`src/rtl/dma_writer.sv`:
```
// -----------------------------------------------------------------------------
// dma_writer
//
// Copies a run of words from a wide parallel source buffer into a small
// word-addressed memory, one word per clock. The transfer parameters and the
// source words are captured when a request is accepted. After that, the
// request inputs may change freely until the transfer completes.
//
// Ports
//   clk          rising-edge clock
//   reset        asynchronous, active-low reset
//   i_write      transfer request (level), held until o_ready is seen
//   i_address    base memory address of the transfer
//   i_count      number of words to write (clamped to BUFFER_SIZE)
//   i_buffer     source words, word k at bits [k*WORD_SIZE +: WORD_SIZE]
//   o_mem_addr   memory write address (holds its value between writes)
//   o_mem_data   memory write data    (holds its value between writes)
//   o_mem_write  memory write strobe
//   o_ready      transfer complete; cleared once i_write drops
// -----------------------------------------------------------------------------
module dma_writer #(
    parameter int BUFFER_SIZE       = 120,
    parameter int WORD_SIZE         = 16,
    parameter int MEM_ADDRESS_WIDTH = 3
) (
    input  logic                                clk,
    input  logic                                reset,
    input  logic                                i_write,
    input  logic [MEM_ADDRESS_WIDTH-1:0]        i_address,
    input  logic [MEM_ADDRESS_WIDTH-1:0]        i_count,
    input  logic [BUFFER_SIZE*WORD_SIZE-1:0]    i_buffer,
    output logic [MEM_ADDRESS_WIDTH-1:0]        o_mem_addr,
    output logic [WORD_SIZE-1:0]                o_mem_data,
    output logic                                o_mem_write,
    output logic                                o_ready
);

    // i_count cannot exceed 2^AW-1. Only that many leading words can ever
    // be written, so only those words are captured.
    localparam int MAX_WORDS = (BUFFER_SIZE < (2**MEM_ADDRESS_WIDTH) - 1) ?
                               BUFFER_SIZE : (2**MEM_ADDRESS_WIDTH) - 1;
    localparam logic [MEM_ADDRESS_WIDTH-1:0] MAX_CNT = MAX_WORDS[MEM_ADDRESS_WIDTH-1:0];

    typedef enum logic [1:0] {
        IDLE  = 2'd0,
        WRITE = 2'd1,
        DONE  = 2'd2
    } state_t;

    state_t                         state_q, state_d;
    logic [MEM_ADDRESS_WIDTH-1:0]   base_q,  base_d;
    logic [MEM_ADDRESS_WIDTH-1:0]   cnt_q,   cnt_d;
    logic [MEM_ADDRESS_WIDTH-1:0]   idx_q,   idx_d;
    logic [MEM_ADDRESS_WIDTH-1:0]   addr_q,  addr_d;
    logic [WORD_SIZE-1:0]           data_q,  data_d;
    logic                           wr_q,    wr_d;
    logic                           ready_q, ready_d;

    logic [WORD_SIZE-1:0]           buf_q [MAX_WORDS];
    logic [WORD_SIZE-1:0]           buf_d [MAX_WORDS];
    logic                           latch;
    logic [MEM_ADDRESS_WIDTH-1:0]   clamp_cnt;
    logic [WORD_SIZE-1:0]           next_word;

    // Source word capture on request acceptance
    generate
        for (genvar gi = 0; gi < MAX_WORDS; gi++) begin : g_buf
            assign buf_d[gi] = latch ? i_buffer[gi*WORD_SIZE +: WORD_SIZE] : buf_q[gi];
        end
        if (BUFFER_SIZE > MAX_WORDS) begin : g_tail
            // Words beyond the largest expressible count are never written.
            logic unused_tail;
            assign unused_tail = ^i_buffer[BUFFER_SIZE*WORD_SIZE-1 : MAX_WORDS*WORD_SIZE];
        end
    endgenerate

    // Data-only storage: no reset needed, contents are always loaded
    // before they are read.
    always_ff @(posedge clk) begin
        buf_q <= buf_d;
    end

    assign clamp_cnt = (i_count > MAX_CNT) ? MAX_CNT : i_count;

    always_comb begin
        next_word = '0;
        for (int i = 0; i < MAX_WORDS; i++) begin
            if (idx_q == i[MEM_ADDRESS_WIDTH-1:0]) begin
                next_word = buf_q[i];
            end
        end
    end

    always_comb begin
        state_d = state_q;
        base_d  = base_q;
        cnt_d   = cnt_q;
        idx_d   = idx_q;
        addr_d  = addr_q;
        data_d  = data_q;
        wr_d    = wr_q;
        ready_d = ready_q;
        latch   = 1'b0;

        case (state_q)
            IDLE: begin
                if (i_write) begin
                    latch  = 1'b1;
                    base_d = i_address;
                    cnt_d  = clamp_cnt;
                    if (clamp_cnt != '0) begin
                        // Word 0 goes straight from the input so that the
                        // first strobe appears right after acceptance.
                        state_d = WRITE;
                        wr_d    = 1'b1;
                        addr_d  = i_address;
                        data_d  = i_buffer[WORD_SIZE-1:0];
                        idx_d   = {{(MEM_ADDRESS_WIDTH-1){1'b0}}, 1'b1};
                    end else begin
                        state_d = DONE;
                        ready_d = 1'b1;
                        idx_d   = '0;
                    end
                end
            end
            WRITE: begin
                if (idx_q < cnt_q) begin
                    // Address wraps naturally through the truncating add.
                    addr_d = base_q + idx_q;
                    data_d = next_word;
                    idx_d  = idx_q + 1'b1;
                end else begin
                    state_d = DONE;
                    wr_d    = 1'b0;
                    ready_d = 1'b1;
                end
            end
            DONE: begin
                if (!i_write) begin
                    state_d = IDLE;
                    ready_d = 1'b0;
                end
            end
            default: begin
                state_d = IDLE;
                wr_d    = 1'b0;
                ready_d = 1'b0;
            end
        endcase
    end

    always_ff @(posedge clk or negedge reset) begin
        if (!reset) begin
            state_q <= IDLE;
            base_q  <= '0;
            cnt_q   <= '0;
            idx_q   <= '0;
            addr_q  <= '0;
            data_q  <= '0;
            wr_q    <= 1'b0;
            ready_q <= 1'b0;
        end else begin
            state_q <= state_d;
            base_q  <= base_d;
            cnt_q   <= cnt_d;
            idx_q   <= idx_d;
            addr_q  <= addr_d;
            data_q  <= data_d;
            wr_q    <= wr_d;
            ready_q <= ready_d;
        end
    end

    assign o_mem_addr  = addr_q;
    assign o_mem_data  = data_q;
    assign o_mem_write = wr_q;
    assign o_ready     = ready_q;

endmodule

```
`config.mk`:
```
export PLATFORM = sky130hd
export DESIGN_NAME = dma_writer
export DESIGN_NICKNAME = d
export VERILOG_FILES = /design/src/rtl/dma_writer.sv
export SDC_FILE = /design/constraint.sdc
export NUM_CORES = 1
export LEC_CHECK = 0
export CAP_MARGIN = 10
export CORE_AREA = 2 2 753 755
export CTS_CLUSTER_DIAMETER = 30
export DETAILED_ROUTE_END_ITERATION = 8
export DIE_AREA = 0 0 755 757
export GPL_ROUTABILITY_DRIVEN = 0
export SYNTH_ARGS = -nofsm -noshare
export SYNTH_HDL_FRONTEND = slang
export SYNTH_SLANG_ARGS = --single-unit
```
`constraint.sdc`:
```
create_clock -name clk -period 6 [get_ports clk]
set_input_delay 0.9 -clock clk [delete_from_list [all_inputs] [get_ports clk]]
set_output_delay 0.9 -clock clk [all_outputs]
set_load 0.02 [all_outputs]
```
==> metrics.md, run 1 <==
| Metric | Value |
|---|---|
| Detailed-route via count | 4,593 |
| Storage cell area | 0.00416 mm^2 |
| # IOs | 1,950 |
| Share of layout cells above drive strength 1 | 13.5% |
| M1 WL | 16.7 mm |
| Max_slew headroom | 20.6% |
| DRC Markers | 0 |
| Clk Latency, worst-skew pair | 0.51 ns |
| Total routed wirelength | 41.7 mm |
| Area grow syn2layout | 183% |
| Setup crit start kind | flop |
| Clk_skew | 0.0218 ns |
| CP max stage delay | 0.77 ns |
| #FFs+latches synth | 144 |
| CP Max Fanout | 17 |
| Fillers | 66.9k |
| Commonest non-fill, non-tap cell in the layout | clkdlybuf4s50_1 |
| FMAX | 0.292 GHz |
| Clock transition at the registers of the reported paths | 0.09 ns |
| Final Cell Area | 0.0177 mm^2 |
| Avg WL per Cell | 5.13 um |
| Worst-Margin Slew | 1.19 ns |
| Vias per inst | 0.565 |
| Post_cts resized | 0 |
| Worst Path Buf+Inv | 2 |
| CTS tree | built |
| Chip height | 757 um |
| CP max stage cell | dfrtp_1 |
| Setup crit end kind | flop |
| Finished Core Util | 3.13% |
| Root Buffer | clkbuf_16 |
| Die width | 755 um |
| Final max-slew violation count | 0 |
| # clock sinks | 144 |
| Hold/Removal Path Class | input port to asynchronous set/reset pin |
| Leakage power | 2.99 nW |
| Initial Utilization | 1.11% |
| Final Hold Fails | 0 |
| Met2 routed WL | 15.7 mm |
| Placed Area | 0.0170 mm^2 |
| Max Root-Sink Buffers | 2 |
| Kind of critical path | flop to flop |
| Critical path required time | 6.41 ns |
| Iteration-0 DRC Markers | 313 |
| Post-synth ARST share | 22.2% |
| Largest delay share family, worst path | compound AO/OA/AOI/OAI gates |
| Post-Syn Area | 0.00625 mm^2 |
| Port Buffers | 141 |
| Syn Nets | 2,392 |
| Mean Syn Cell Area | 13.8 um^2 |
| Fin crit period | 3.42 ns |
| Nets@finish | 2,533 |
| Setup violations, final | 0 |
| Syn Inst Count | 454 |
| Yosys cell types | 50 |
| Number of CTS-inserted buffers | 17 |
| Largest net degree at the start of global routing | 68 |
| Unrepaired setup endpoints after global routing | no |
| Final antenna-violating net count | 0 |
| DRT Pass-1 Iters | 5 |
| Multi-input gate area | 0.00183 mm^2 |
| Post-cts hold buffer count | 0 |
| Status | finished clean |
| Dpl hpwl | 34.7 mm |
| GRT Resource Usage Total | 1.47% |
| Gr ovfl total | 0 |
| PD cells | 266 mW/mm^2 |
| Setup_tns | 0 ns |
| Wire length on met3 | 6.69 mm |
| Setup bufs post-CTS | 0 |
| Initial antenna violation count | 36 |
| Full die area | 0.572 mm^2 |
| H-tree levels | 4 |
| First-pass GRT wire length | 51.2 mm |
| Final Cycle Share | 57.0% |
| Ys flop type | edfxtp_1 |
| DR top layer | met5 |
| YS warnings | 0 |
| Vias in the first global route | 4,693 |
| Crit-path cells | clkinv_1, ha_1, or2_2, a221oi_1, buf_4, o211ai_1, a31oi_1 |
| Max-Cap Viols | 0 |
| Number of synthesized flops with an enable pin | 112 |
| Commonest cells after routing, fill and taps aside | clkdlybuf4s50_1, edfxtp_1, nand3b_1 |
| Row count | 276 |
| IR drop worst, VDD | 0.235 mV |
| Min Hold Slack | 0.481 ns |
| Sequential fraction of the synthesis area | 66.7% |
| CP arrival | 3.83 ns |
| Core area | 0.563 mm^2 |
[cells by family (layout without fill, tap and decap cells)]
kind of cell	Yosys count	in the layout	share of synthesized area, %
other	0	19	0
muxes	3	3	0.521
DFF	144	144	66.7
AOI/OAI and AO/OA	151	151	17.8
xor gates and xnor gates	2	2	0.280
and+or+nand+nor	87	87	8.59
adders and majority gates	9	9	1.92
buffers and inverters	58	212	4.25
[flip-flops by register name, summed over array words and instances, names as in the netlist]
name / flops
state_q: 2
cnt_q: 3
o_mem_write: 1
buf_q: 112
idx_q: 3
o_mem_addr: 3
o_ready: 1
base_q: 3
o_mem_data: 16
[through the flow]
stage	setup WS, ns	total power (W)	std cells
global placement	2.29	0.00361	8082
global route	2.40	0.00497	8117
finish	2.58	0.00470	8133
floorplan	1.53	0.00257	454
CTS	2.53	0.00485	8114
detailed placement	2.25	0.00361	8082
[power breakdown]
group | internal [W] | switching [W] | leakage (nW)
clock network | 0.000566 | 0.000621 | 0.298
logic | 0.000694 | 0.00130 | 1.26
registers | 0.00139 | 0.000135 | 1.43
total | 0.00264 | 0.00205 | 2.99
[per-layer routing]
layer	global-route usage [%]	vias to the layer above
li1	-	2049
met1	1.64	2199
met2	1.89	285
met3	1.10	52
met4	0.989	8
met5	0	-
[cell usage after synthesis (3+ instances only)]
library cell  instances  area, um^2
a21o_1               15         113
a21oi_1              36         180
a221o_1              15         150
a2bb2oi_1             6        52.6
a2bb2oi_2             8         120
a31o_1                8        70.1
a31o_2                6        52.6
buf_2                 6        30.0
buf_6                 3        33.8
clkbuf_1             18        67.6
dfrtp_1              32         801
edfxtp_1            112        3360
ha_1                  8         100
inv_1                24        90.1
nand2_1              19        71.3
nand2b_1              3        18.8
nand3_1               4        20.0
nand3b_1             43         323
nor2_1                4        15.0
nor2b_1               3        18.8
nor3_1                4        20.0
o21ai_0              33         165
o21ai_2               8        70.1
[final cells by class]
cell class	count	share of cell area (%)
Timing Repair Buffer	153	8.48
Sequential cell	144	23.6
Clock inverter	15	1.07
Inverter	27	0.603
Tap cell	7506	53.2
Clock buffer	17	2.41
Multi-Input combinational cell	252	10.4
Antenna cell	19	0.269
[final timing paths]
check	to	depth (start not counted)	slack, ns	from
min	o_mem_data[4]$_DFFE_PN0P_	2	0.48	reset
max reg2reg	o_mem_data[14]$_DFFE_PN0P_	7	2.58	idx_q[2]$_DFFE_PN0P_
min in group clk	base_q[0]$_DFFE_PN0P_	2	0.50	base_q[0]$_DFFE_PN0P_
max in group asynchronous	o_mem_data[1]$_DFFE_PN0P_	2	4.94	reset
min reg2reg	base_q[0]$_DFFE_PN0P_	2	0.50	base_q[0]$_DFFE_PN0P_
max	o_mem_data[14]$_DFFE_PN0P_	7	2.58	idx_q[2]$_DFFE_PN0P_
No activity file was read; power rests on OpenSTA's default activity.
==> inputs of run 2 (changes only) <==
Settings changed: CORE_AREA 2 2 753 755 to 2 2 756 758, DIE_AREA 0 0 755 757 to 0 0 758 760.
Clock period 6 ns to 3.3 ns, I/O delays scaled along.
==> run 2 against run 1 <==
Against the previous run: combinational power rose by 89%; register-to-register slack worse by 2.0 ns; die area rose by 0.80%; design area is 1.5% higher; global-route usage decreased by 0.075 points; non-clock buffer count increased by 22; maximum frequency increased by 27%; worst setup slack worse by 2.0 ns; core utilization about the same; count of clock-buffer cells in the layout unchanged; critical endpoint is now o_mem_data[10]$_DFFE_PN0P_; largest cell class unchanged.
==> metrics.md, run 2 (synthesized netlist as in run 1, its figures left out) <==
| Metric | Value |
|---|---|
| Worst Path Buf+Inv | 3 (was 2) |
| Max_slew headroom | 36.0% (was 20.6%) |
| Root Buffer | clkbuf_16 (unchanged) |
| Hold/Removal Path Class | input port to asynchronous set/reset pin (unchanged) |
| Vias per inst | 0.566 (was 0.565) |
| CP Max Fanout | 22 (was 17) |
| Share of layout cells above drive strength 1 | 16.2% (was 13.5%) |
| Max-Cap Viols | 0 (unchanged) |
| Vias in the first global route | 4,754 (was 4,693) |
| Setup crit start kind | flop (unchanged) |
| Port Buffers | 141 (unchanged) |
| Worst-Margin Slew | 0.953 ns (was 1.19 ns) |
| Nets@finish | 2,555 (was 2,533) |
| IR drop worst, VDD | 0.411 mV (was 0.235 mV) |
| DRC Markers | 0 (unchanged) |
| Final max-slew violation count | 0 (unchanged) |
| Clk_skew | 0.0153 ns (was 0.0218 ns) |
| Kind of critical path | flop to flop (unchanged) |
| Initial Utilization | 1.10% (was 1.11%) |
| Full die area | 0.576 mm^2 (was 0.572 mm^2) |
| FMAX | 0.371 GHz (was 0.292 GHz) |
| Commonest cells after routing, fill and taps aside | clkdlybuf4s50_1, edfxtp_1, nand3b_1 (unchanged) |
| Unrepaired setup endpoints after global routing | no (unchanged) |
| Clk Latency, worst-skew pair | 0.50 ns (was 0.51 ns) |
| Max Root-Sink Buffers | 2 (unchanged) |
| Post_cts resized | 0 (unchanged) |
| Setup bufs post-CTS | 0 (unchanged) |
| Fin crit period | 2.69 ns (was 3.42 ns) |
| Iteration-0 DRC Markers | 420 (was 313) |
| Largest net degree at the start of global routing | 42 (was 68) |
| Initial antenna violation count | 33 (was 36) |
| Placed Area | 0.0173 mm^2 (was 0.0170 mm^2) |
| Largest delay share family, worst path | buffers and inverters (was compound AO/OA/AOI/OAI gates) |
| Avg WL per Cell | 4.90 um (was 5.13 um) |
| Final Cell Area | 0.0179 mm^2 (was 0.0177 mm^2) |
| Final antenna-violating net count | 0 (unchanged) |
| Clock transition at the registers of the reported paths | 0.08 ns (was 0.09 ns) |
| DRT Pass-1 Iters | 5 (unchanged) |
| Detailed-route via count | 4,632 (was 4,593) |
| Most used cell, CP | buf_4 |
| Total routed wirelength | 40.1 mm (was 41.7 mm) |
| CTS tree | built (unchanged) |
| Setup crit end kind | flop (unchanged) |
| Row count | 277 (was 276) |
| # IOs | 1,950 (unchanged) |
| Final Cycle Share | 81.6% (was 57.0%) |
| Final Hold Fails | 0 (unchanged) |
| RR Startpoint | idx_q[1]$_DFFE_PN0P_ (was idx_q[2]$_DFFE_PN0P_) |
| Setup_tns | 0 ns (unchanged) |
| Die width | 758 um (was 755 um) |
| PD cells | 482 mW/mm^2 (was 266 mW/mm^2) |
| Largest register by flop count | buf_q (unchanged) |
| Area grow syn2layout | 187% (was 183%) |
| Crit path from | idx_q[1]$_DFFE_PN0P_ (was idx_q[2]$_DFFE_PN0P_) |
| Critical path required time | 3.73 ns (was 6.41 ns) |
| Leakage power | 3.12 nW (was 2.99 nW) |
| # clock sinks | 144 (unchanged) |
| Final Power | 0.00863 W (was 0.00470 W) |
| Largest register FFs | 112 (unchanged) |
| Chip height | 760 um (was 757 um) |
| CP arrival | 3.13 ns (was 3.83 ns) |
| CP max stage delay | 0.58 ns (was 0.77 ns) |
| Number of CTS-inserted buffers | 17 (unchanged) |
| Crit-path cells | inv_1, ha_2, buf_4, buf_4, a21oi_1, a221o_1, a31o_1, a2bb2oi_2 (was clkinv_1, ha_1, or2_2, a221oi_1, buf_4, o211ai_1, a31oi_1) |
| H-tree levels | 4 (unchanged) |
| CP max stage cell | ha_2 (was dfrtp_1) |
| Post-cts hold buffer count | 0 (unchanged) |
| Setup violations, final | 0 (unchanged) |
| Gr ovfl total | 0 (unchanged) |
| Dpl hpwl | 34.0 mm (was 34.7 mm) |
| Status | finished clean (unchanged) |
| First-pass GRT wire length | 49.3 mm (was 51.2 mm) |
| Finished Core Util | 3.16% (was 3.13%) |
| GRT Resource Usage Total | 1.39% (was 1.47%) |
| Core area | 0.568 mm^2 (was 0.563 mm^2) |
| Commonest non-fill, non-tap cell in the layout | clkdlybuf4s50_1 (unchanged) |
run 2: cell types whose count changed in the layout (fill, tap and decap cells not counted), sizes merged:
cell	before	now
clkinv	10	9
buf	13	35
diode	19	20
inv	32	33
run 2: worst register-to-register path, cell delays in order, from the launching register on:
cell	delay (ns)
dfrtp_1	0.43
inv_1	0.17
ha_2	0.58
buf_4	0.34
buf_4	0.30
a21oi_1	0.11
a221o_1	0.36
a31o_1	0.24
a2bb2oi_2	0.10
run 2: worst paths after layout:
path / endpoint / cells after the start / slack, ns
worst max-delay path: o_mem_data[10]$_DFFE_PN0P_ / 8 / 0.61
worst min-delay path: o_mem_data[5]$_DFFE_PN0P_ / 1 / 0.06
worst max register to register: o_mem_data[10]$_DFFE_PN0P_ / 8 / 0.61
worst min register to register: base_q[0]$_DFFE_PN0P_ / 2 / 0.51
max in group asynchronous: o_mem_data[15]$_DFFE_PN0P_ / 2 / 2.50
min in group clk: base_q[0]$_DFFE_PN0P_ / 2 / 0.51
run 2: area by class of cell:
cell class	instances	area, um^2
Clock buffer	17	425
Inverter	27	106
Antenna cell	20	50.0
Sequential cell	144	4160
Tap cell	7533	9430
Timing Repair Buffer	175	1720
Clock inverter	15	184
Fill cell	67600	550000
Multi-Input combinational cell	252	1830
run 2: layer usage:
metal	vias to the layer above	global-route usage (%)	share of wire (%)
met1	2226	1.54	42
met4	6	0.990	6.7
met3	46	1.16	15
met5	-	0	0.095
li1	2085	-	-
met2	269	1.72	36
run 2: report_power, final:
group	total, W	internal [W]	switching, W
sequential	0.00276	0.00251	0.000242
clock	0.00212	0.00103	0.00109
combinational	0.00376	0.00142	0.00233
total	0.00863	0.00496	0.00366
run 2: per-stage QoR:
stage / hold WS [ns] / worst slack, ns / std cells
global route: 0.0481 / 0.437 / 8166
detailed placement: 0.484 / 0.528 / 8131
floorplan: 0.199 / 0.752 / 454
finish: 0.0616 / 0.607 / 8183
global placement: 0.491 / 0.554 / 8131
CTS: 0.00349 / 0.530 / 8163
==> inputs of run 3 (changes only) <==
Clock period 3.3 ns to 2.7 ns, I/O delays scaled along.
==> run 3 against run 2 <==
Against the previous run: critical path depth fell by 7; die area did not move; design area barely moved; first-iteration DRC count fell by 23%; worst setup slack got worse by 0.30 ns; total power rose by 23%; non-clock buffer count rose by 3; flip-flop and latch count did not move; via count rose by 3.0%; critical endpoint is now o_mem_data[14]; largest cell class unchanged; highest routed layer unchanged.
==> metrics.md, run 3 (synthesized netlist as in run 1, its figures left out) <==
| Metric | Value |
|---|---|
| Root Buffer | clkbuf_16 (unchanged) |
| Status | finished clean (unchanged) |
| CP Depth | 1 (was 8) |
| Kind of critical path | flop to output pin (was flop to flop) |
| CTS tree | built (unchanged) |
| Storage cell area | 0.00416 mm^2 (unchanged) |
| FF-to-FF path depth | 7 (was 8) |
| Iteration-0 DRC Markers | 323 (was 420) |
| Clk Latency, worst-skew pair | 0.51 ns (was 0.50 ns) |
| Setup bufs post-CTS | 0 (unchanged) |
| Share of layout cells above drive strength 1 | 16.3% (was 16.2%) |
| Max Root-Sink Buffers | 2 (unchanged) |
| # clock sinks | 144 (unchanged) |
| Nets@finish | 2,558 (was 2,555) |
| RR Startpoint | idx_q[1]$_DFFE_PN0P_ (unchanged) |
| Global routing usage on met1 | 1.55% (was 1.54%) |
| Fin crit period | 2.40 ns |
| Worst-Margin Slew | 0.952 ns (was 0.953 ns) |
| Leakage power | 3.12 nW (about the same) |
| CP max stage delay | 1.10 ns (was 0.58 ns) |
| Final antenna-violating net count | 0 (unchanged) |
| # IOs | 1,950 (unchanged) |
| Met3 usage | 1.25% (was 1.16%) |
| Area grow syn2layout | 187% (about the same) |
| Clock transition at the registers of the reported paths | 0.07 ns (was 0.08 ns) |
| Placed Area | 0.0173 mm^2 (about the same) |
| Post_cts resized | 0 (unchanged) |
| Vias in the first global route | 4,848 (was 4,754) |
| Core area | 0.568 mm^2 (unchanged) |
| Gr ovfl total | 0 (unchanged) |
| Unrepaired setup endpoints after global routing | no (unchanged) |
| Initial Utilization | 1.10% (unchanged) |
| Largest register by flop count | buf_q (unchanged) |
| Largest delay share family, worst path | buffers and inverters (unchanged) |
| Crit-path cells | clkdlybuf4s50_1 (was inv_1, ha_2, buf_4, buf_4, a21oi_1, a221o_1, a31o_1, a2bb2oi_2) |
| Critical path required time | 2.30 ns (was 3.73 ns) |
| Max_slew headroom | 36.3% (was 36.0%) |
| Chip height | 760 um (unchanged) |
| Vias per inst | 0.583 (was 0.566) |
| GRT Max-Usage Layer | met2 (unchanged) |
| Finished Core Util | 3.15% (was 3.16%) |
| GRT Resource Usage Total | 1.43% (was 1.39%) |
| Max-Cap Viols | 0 (unchanged) |
| Final Cycle Share | 88.7% |
| Final Cell Area | 0.0179 mm^2 (about the same) |
| Row count | 277 (unchanged) |
| Setup_tns | 0 ns (unchanged) |
| Final max-slew violation count | 0 (unchanged) |
| CP max stage cell | clkdlybuf4s50_1 (was ha_2) |
| Clk_skew | 0.0338 ns (was 0.0153 ns) |
| Largest register FFs | 112 (unchanged) |
| First-pass GRT wire length | 50.9 mm (was 49.3 mm) |
| Port Buffers | 141 (unchanged) |
| Crit path from | o_mem_data[14]$_DFFE_PN0P_ (was idx_q[1]$_DFFE_PN0P_) |
| Commonest cells after routing, fill and taps aside | clkdlybuf4s50_1, edfxtp_1, nand3b_1 (unchanged) |
| H-tree levels | 4 (unchanged) |
| Number of CTS-inserted buffers | 17 (unchanged) |
| Grt met2 use | 1.90% (was 1.72%) |
| Multi-input gate area | 0.00183 mm^2 (about the same) |
| Hold/Removal Path Class | input port to asynchronous set/reset pin (unchanged) |
| Largest net degree at the start of global routing | 47 (was 42) |
| Final Hold Fails | 0 (unchanged) |
| Fillers | 67.6k (unchanged) |
| DRC Markers | 0 (unchanged) |
| Worst Path Buf+Inv | 1 (was 3) |
| Setup crit end kind | output pin (was flop) |
| Full die area | 0.576 mm^2 (unchanged) |
| DRT Pass-1 Iters | 5 (unchanged) |
| Commonest non-fill, non-tap cell in the layout | clkdlybuf4s50_1 (unchanged) |
| Initial antenna violation count | 35 (was 33) |
| CP arrival | 1.99 ns (was 3.13 ns) |
| Setup violations, final | 0 (unchanged) |
| IR drop worst, VDD | 0.533 mV (was 0.411 mV) |
| PD cells | 592 mW/mm^2 (was 482 mW/mm^2) |
| Total routed wirelength | 40.7 mm (was 40.1 mm) |
| Die width | 758 um (unchanged) |
| CP Max Fanout | 2 (was 22) |
| Dpl hpwl | 34.3 mm (was 34.0 mm) |
| FMAX | 0.417 GHz |
| Setup crit start kind | flop (unchanged) |
| Detailed-route via count | 4,771 (was 4,632) |
| Avg WL per Cell | 4.97 um (was 4.90 um) |
## run 3: changes by cell type in the layout (fill, tap and decap cells not counted), sizes merged
| cell | delta |
|---|---|
| buf | +4 |
| bufinv | +1 |
| clkdlybuf4s50 | -2 |
| clkinv | -3 |
| diode | -2 |
| dlygate4sd3 | +1 |
| inv | +2 |
## run 3: what timing repair did
| item | CTS | global route |
|---|---|---|
| endpoints found under the setup margin | 0 | 0 |
| endpoints found under the hold margin | 7 | 0 |
| hold buffers | 1 | 0 |
## run 3: layout make-up
type                    instances  share of cell area [%]
diodes                         18                   0.252
clock buffers                  17                    2.38
clock inverters                15                   0.832
inverters                      27                   0.594
multi-input cells             252                    10.2
flip-flops and latches        144                    23.3
well taps                    7533                    52.7
repair buffers                178                    9.81
## run 3: per-stage QoR
step                cells  hold WS, ns  setup slack [ns]  power, W
global route         8166        0.363             0.193    0.0112
detailed placement   8133        0.366             0.211   0.00816
finish               8184        0.354             0.304    0.0106
global placement     8133        0.362             0.203   0.00815
floorplan             454        0.109             0.242   0.00567
CTS                  8166        0.325             0.308    0.0108
## run 3: path summary, 6_finish.rpt
path                                              end  slack, ns
max                                    o_mem_data[14]       0.30
min                         o_mem_data[5]$_DFFE_PN0P_       0.35
max reg2reg                o_mem_data[13]$_DFFE_PN0P_       0.41
min reg2reg                      cnt_q[0]$_DFFE_PN0P_       0.50
max in group asynchronous  o_mem_data[15]$_DFFE_PN0P_       1.64
min in group clk                  buf_q[70]$_DFFE_PP_       0.44
## run 3: power by group
group | switching [W] | internal (W)
registers | 0.000320 | 0.00307
logic | 0.00285 | 0.00178
clock network | 0.00127 | 0.00130
total | 0.00444 | 0.00616
## run 3: layer usage
| metal | vias up | wire (um) | part of all wire [%] |
|---|---|---|---|
| met2 | 286 | 16000 | 39 |
| met1 | 2312 | 16000 | 39 |
| li1 | 2096 | - | - |
| met4 | 10 | 1660 | 4.1 |
| met3 | 67 | 7020 | 17 |
| met5 | - | 59 | 0.14 |
